===== src/rtl/cpu_pkg.sv =====
// Shared CPU definitions: opcodes, instruction field positions and fetch FSM states.
// Imported by the fetch stage and the decoder.
package cpu_pkg;

  localparam logic [3:0] OP_LOAD = 4'b0001;
  localparam logic [3:0] OP_ADD  = 4'b0010;
  localparam logic [3:0] OP_SUB  = 4'b0011;
  localparam logic [3:0] OP_SUBI = 4'b1011;
  localparam logic [3:0] OP_JMP  = 4'b1000;
  localparam logic [3:0] OP_BR   = 4'b1100;
  localparam logic [3:0] OP_MOV  = 4'b1110;
  localparam logic [3:0] OP_OUT  = 4'b1111;

  localparam int OPC_MSB = 15;
  localparam int OPC_LSB = 12;
  localparam int TGT_MSB = 11;
  localparam int TGT_LSB = 8;

  typedef enum logic {
    RUN     = 1'b0,
    WAIT_BR = 1'b1
  } fetch_state_t;

  function automatic logic [3:0] opcode_of(input logic [15:0] instruction);
    return instruction[OPC_MSB:OPC_LSB];
  endfunction

endpackage


===== src/rtl/fetch_predecode.sv =====
// Combinational predecode of a raw instruction word into control-flow flags and target.
// Shared between the fetch stage and the decoder.
module fetch_predecode
  import cpu_pkg::*;
#(
  parameter int ADDR_W = 4,
  parameter int INST_W = 16
) (
  input  logic [INST_W-1:0] instruction,
  output logic              is_jmp,
  output logic              is_br,
  output logic [ADDR_W-1:0] target
);

  logic [3:0] opcode;
  logic       unused_operand;

  assign opcode = opcode_of(instruction[15:0]);
  assign is_jmp = (opcode == OP_JMP);
  assign is_br  = (opcode == OP_BR);
  assign target = instruction[TGT_LSB +: ADDR_W];

  // Low operand bits only matter to the decoder.
  assign unused_operand = ^instruction[TGT_LSB-1:0];

endmodule


===== src/rtl/fetch_unit.sv =====
// Instruction fetch stage: owns the PC, folds JMPs, stalls on BR until resolved,
// and presents fetched words through a one-entry valid/ready output register.
module fetch_unit
  import cpu_pkg::*;
#(
  parameter int          ADDR_W   = 4,
  parameter int          INST_W   = 16,
  parameter int unsigned RESET_PC = 0
) (
  input  logic              clk,
  input  logic              rst_n,
  input  logic              en,
  output logic [ADDR_W-1:0] rom_address,
  input  logic [INST_W-1:0] rom_instruction,
  output logic              inst_valid,
  input  logic              inst_ready,
  output logic [INST_W-1:0] inst,
  output logic [ADDR_W-1:0] inst_pc,
  input  logic              br_resolve,
  input  logic              br_taken,
  output logic              stalled
);

  fetch_state_t      state, state_n;
  logic [ADDR_W-1:0] pc, pc_n;
  logic [ADDR_W-1:0] br_target, br_target_n;
  logic [INST_W-1:0] inst_n;
  logic [ADDR_W-1:0] inst_pc_n;
  logic              inst_valid_n;

  logic              is_jmp;
  logic              is_br;
  logic [ADDR_W-1:0] target;
  logic              consumed;
  logic              slot_free;

  fetch_predecode #(
    .ADDR_W (ADDR_W),
    .INST_W (INST_W)
  ) u_predecode (
    .instruction (rom_instruction),
    .is_jmp      (is_jmp),
    .is_br       (is_br),
    .target      (target)
  );

  assign rom_address = pc;
  assign stalled     = (state == WAIT_BR);
  assign consumed    = inst_valid && inst_ready;
  assign slot_free   = !inst_valid || inst_ready;

  always_ff @(posedge clk or negedge rst_n) begin
    if (!rst_n) begin
      state      <= RUN;
      pc         <= ADDR_W'(RESET_PC);
      br_target  <= '0;
      inst       <= '0;
      inst_pc    <= '0;
      inst_valid <= 1'b0;
    end else begin
      state      <= state_n;
      pc         <= pc_n;
      br_target  <= br_target_n;
      inst       <= inst_n;
      inst_pc    <= inst_pc_n;
      inst_valid <= inst_valid_n;
    end
  end

  // A consumed slot empties unless a new fetch refills it in the same cycle.
  always_comb begin
    state_n      = state;
    pc_n         = pc;
    br_target_n  = br_target;
    inst_n       = inst;
    inst_pc_n    = inst_pc;
    inst_valid_n = inst_valid && !consumed;

    case (state)
      RUN: begin
        if (en && slot_free) begin
          if (is_jmp) begin
            pc_n = target;
          end else begin
            inst_n       = rom_instruction;
            inst_pc_n    = pc;
            inst_valid_n = 1'b1;
            pc_n         = pc + ADDR_W'(1);
            if (is_br) begin
              br_target_n = target;
              state_n     = WAIT_BR;
            end
          end
        end
      end
      WAIT_BR: begin
        if (br_resolve) begin
          state_n = RUN;
          if (br_taken) begin
            pc_n = br_target;
          end
        end
      end
      default: state_n = RUN;
    endcase
  end

endmodule


===== config.mk =====
export PLATFORM = sky130hd
export DESIGN_NAME = fetch_unit
export DESIGN_NICKNAME = d
export VERILOG_FILES = /design/src/rtl/cpu_pkg.sv /design/src/rtl/fetch_predecode.sv /design/src/rtl/fetch_unit.sv
export SDC_FILE = /design/constraint.sdc
export NUM_CORES = 1
export LEC_CHECK = 0
export CAP_MARGIN = 30
export CORE_MARGIN = 2
export CORE_UTILIZATION = 40
export CTS_BUF_LIST = sky130_fd_sc_hd__clkbuf_4
export DETAILED_ROUTE_END_ITERATION = 12
export MAX_ROUTING_LAYER = met4
export PLACE_DENSITY = 0.69
export REMOVE_ABC_BUFFERS = 1
export SYNTH_ARGS = -nofsm -noshare
export SYNTH_HDL_FRONTEND = slang
export SYNTH_SLANG_ARGS = --single-unit
export TNS_END_PERCENT = 5

===== constraint.sdc =====
create_clock -name clk -period 2.15 [get_ports clk]
set_input_delay 0.3225 -clock clk [delete_from_list [all_inputs] [get_ports clk]]
set_output_delay 0.3225 -clock clk [all_outputs]
set_load 0.005 [all_outputs]

Word level (Yosys, flattened, before mapping)
Index checks and enable logic that the tools add are counted.
W data, S select, Z words.
- add/sub/neg operators: 1
- equality and inequality tests: 5
- muxes and demuxes: 13
- bitwise operators: 2
- reductions and logical operators: 9
- operators with widths (kind ; number):
    $mux W4 ; 4
    $eq A4 B4 Y1 const B ; 2
    $pmux W4 S2 ; 1
    $mux W1 ; 7
    $ne A2 B2 Y1 const B ; 3
    $reduce_and A3 Y1 ; 2
    $add A4 B1 Y4 const B ; 1
    $reduce_and A4 Y1 ; 1
    $logic_and A1 B1 Y1 ; 3
    $logic_not A1 Y1 ; 2
    $not A1 Y1 ; 2
    $pmux W1 S2 ; 1
    $logic_or A1 B1 Y1 ; 1
- register bits after elaboration: 30
- input port bits: 22
- logic and storage cells: 36

Longest topological paths before layout
- depth after elaboration: 6
- depth in mapped cells: 5
- depth with buffers taken out: 5

Modules after synthesis
From an unflattened synthesis, not the netlist that was laid out.
- cell total of the unflattened synthesis: 101
- area, all modules: 1433.9 um2
- by module, submodules not included (module ; times used ; cells an instance ; area each (um2)):
    fetch_unit ; 1 ; 95 ; 1376.3
    fetch_predecode ; 1 ; 6 ; 57.6

Worst setup path before layout
OpenSTA, ideal clock, no wires.
- path kind: input port to flip-flop
- start: in rom_instruction[14]
- end: reg inst[10]
- arrival: 1.611 ns
- setup slack: 0.412 ns
- stages on the path: 5
- path buffers: 2
- cells stage by stage: or4b_1 -> buf_2 -> nand2_1 -> buf_4 -> mux2_1
- cells in the longest elaborated chain, start to end: 3
- ends and longest elaborated chain (item ; line ; text):
    start, declared ; fetch_unit.sv:14 ; input logic [INST_W-1:0] rom_instruction,
    $eq A4 B4 Y1 ; fetch_predecode.sv:19 ; assign is_jmp = (opcode == OP_JMP);
    $not A1 Y1 (no line) ; - ;
    $reduce_and A3 Y1 (no line) ; - ;
    end signal, assigned ; fetch_unit.sv:64 ; inst <= inst_n;
    end, declared ; fetch_unit.sv:17 ; output logic [INST_W-1:0] inst,
No other way between the ends.
A chain may end at the register's enable or synchronous reset.

Worst setup path after layout
- start: in rom_instruction[13]
- end: reg pc[1] (netlist: rom_address[1])
- cells in the longest elaborated chain, start to end: 4
- ends and longest elaborated chain (item ; line ; text):
    $eq A4 B4 Y1 ; fetch_predecode.sv:19 ;
    $mux W4 ; fetch_unit.sv:82 ; if (is_jmp) begin
    $mux W4 ; fetch_unit.sv:81 ; if (en && slot_free) begin
    $pmux W4 S2 ; fetch_unit.sv:79 ; case (state)
    end signal, assigned ; fetch_unit.sv:55 ; pc <= ADDR_W'(RESET_PC);
    end signal, assigned ; fetch_unit.sv:62 ; pc <= pc_n;
    end, declared ; fetch_unit.sv:25 ; logic [ADDR_W-1:0] pc, pc_n;
No other way between the ends. The select of a mux whose other input is x is not followed.

==> impl_metrics.toml <==
[place]
portBuffers = 47
dp_slack_ns = -0.0415
gp_congestion = 0.701
hpwl_um = 2080

[global_route]
grt_pass1_wl_um = 4450
grt_use_total_pct = 17.1
grt_max_degree = 31
antenna_found_initial = 0
grt-ovfl-total = 0
grt_pass1_vias = 1023

[layout]
areaGrowthSynthToFinish_pct = 45.8
mostFrequentLayoutCell = "clkdlybuf4s50_1"
diodes = 0
layout_common_cells = "clkdlybuf4s50_1 (47), dfrtp_1 (30), mux2_1 (9)"
nNetsFinal = 173
drive_above_1_share_pct = 18.5
nFillCells = 257
utilization_pct = 61.3

[logic_synthesis]
synth_area_per_cell_um2 = 13.8
postSynthCellCount = 94
ys.flop_type = "dfrtp_1"
syn_area_um2 = 1290
ys.warnings.count = 0
synth_edf_count = 0
synth-seq-cells = 30
synthArstFlopShare_pct = 100
ys_types = 28
seq_area_frac_synth_pct = 58.0

[sta]
hold_viol_final = 0
worst_pin_slew_ns = 0.391
report.final.slew_viol_count = 0
finClkSkew_ns = 0.00407
period_minus_slack_ns = 1.86
rsz0062_at_grt = "false"
slew_headroom_pct = 73.8
hold-worst-slack_ns = 0.373
period_share_pct = 86.3
setup_viol = 0
max_freq_mhz = 539
layout_setup_ws_ns = 0.295

[critical_path]
critPathCapture = "rom_address[1]"
crit_required_ns = 2.35
reg2reg_depth = 5
cp-end-kind = "flip-flop"
worst_ep_arrival_time_ns = 2.05
crit_slowest_cell = "or4b_1"
critical_path_class = "primary input to flip-flop"
crit_fanout = 6
critPathLaunch = "rom_instruction[13]"
reg2reg_to = "inst[12]"
path_cells = "clkdlybuf4s50_1 > or4b_1 > buf_4 > mux2_1 > nor2_1 > o22ai_1"
critPathLaunchType = "primary input"
reg2reg_from = "stalled"
critical-path-max-stage-delay_ns = 0.57
reg2reg_slack_ns = 0.47

[run_status]
status = "complete, no violations"

[route]
routedWlPerCell_um = 13.8
first_iter_violations = 17
drtAntennaViolNets = 0
drt_first_pass_iters = 4
num_vias = 940
routed_wl_um = 2700
avgViaCountPerCell = 4.82
drt_drc_violations_left = 0

[clock_tree]
postCtsHoldBufs = 0
htreeDepth = 2
cts-root-buf = "clkbuf_4"
clkSinkCount = 30
cts_buffer_depth = 2
postCtsSetupBuffers = 0
tritoncts = "yes"
cts_resized = 0
cts_made_buffers = 5
clock_latency_ns = 0.32
cts.clk_slew.worst_paths_ns = 0.09

[pwr]
power.density_nw_per_um2 = 921
irDropWorstVdd_mv = 0.454
leakage_nw = 0.812

[floorplanning]
placementRows = 20
core_um2 = 3080
fp.dieH_um = 60.9
dieArea_um2 = 3710
io-pin-count = 48
start_util_pct = 42.1
die_x_um = 60.9

[run]
drv_cap = 0

[hold_path]
min_path_type = "primary input to asynchronous set/reset pin"
-- critical path, delay by kind of cell --
family          cells  cell delay, ns
compound gates      1            0.09
buf+inv             2            0.63
mux                 1            0.32
simple gates        2            0.68
-- sequential cells by signal, summed over array words and instances (netlist names) --
| register | flops |
|---|---|
| inst | 16 |
| br_target | 4 |
| inst_pc | 4 |
| rom_address | 4 |
| inst_valid | 1 |
| stalled | 1 |
-- power breakdown --
group,switching [mW],internal (mW),total (mW)
clock network,0.182,0.135,0.317
registers,0.104,0.708,0.812
logic,0.190,0.420,0.610
-- kinds of logic (layout without fill, tap and decap cells) --
group / count (synthesis) / in the layout / synth area share [%]
AO/OA/AOI/OAI: 12 / 12 / 5.80
XOR/XNOR: 2 / 2 / 1.35
adder cells (fa/ha/maj): 1 / 1 / 0.966
buffers and inverters: 5 / 62 / 2.42
flip-flops: 30 / 30 / 58.0
multiplexers: 25 / 25 / 24.0
AND/OR/NAND/NOR: 19 / 19 / 7.54
-- stage by stage --
| stage | std cells | instance area, um2 | TNS [ns] | power, mW |
|---|---|---|---|---|
| floorplan | 91 | 1270 | 0 | 1.06 |
| global placement | 187 | 1830 | 0 | 1.42 |
| detailed placement | 187 | 1830 | -0.0415 | 1.44 |
| CTS | 195 | 1890 | 0 | 1.77 |
| global route | 195 | 1890 | 0 | 1.87 |
| finish | 195 | 1890 | 0 | 1.74 |
-- routing by layer --
layer	global-route usage [%]	up-vias	part of all wire [%]
li1	-	447	-
met1	19.3	446	43
met2	28.4	45	48
met3	6.40	2	8.4
met4	4.66	0	1.0
met5	-	-	0
-- layout make-up --
cell class	count	area, um2	share of cell area, %
clock inverter	2	8.76	0.464
tap	44	55.1	2.92
inverter	2	7.51	0.398
timing repair buffer	52	508	26.9
multi-input combinational	59	513	27.2
clock buffer	6	45.0	2.39
sequential	30	751	39.8
-- how the worst min path moves through the flow --
stage | startpoint | end | slack [ns]
floorplan | rst_n | br_target[0] | 0.03
global placement | inst_pc[0] | inst_pc[0] | 0.47
detailed placement | inst_pc[0] | inst_pc[0] | 0.48
CTS | rst_n | inst[6] | 0.37
global route | rst_n | inst[5] | 0.39
finish | rst_n | inst[6] | 0.37
-- Yosys cell counts, types with 2 or more instances --
cell type	n	area [um2]
dfrtp_1	30	751
mux2_4	8	120
nand2b_1	2	12.5
a22o_1	2	17.5
nor2_1	5	18.8
inv_1	2	7.51
mux2_2	7	78.8
mux2_1	9	101
nand2_1	5	18.8
o21ai_0	4	20.0
nand3_1	2	10.0
xnor2_1	2	17.5
(Power assumes the default switching activity.)
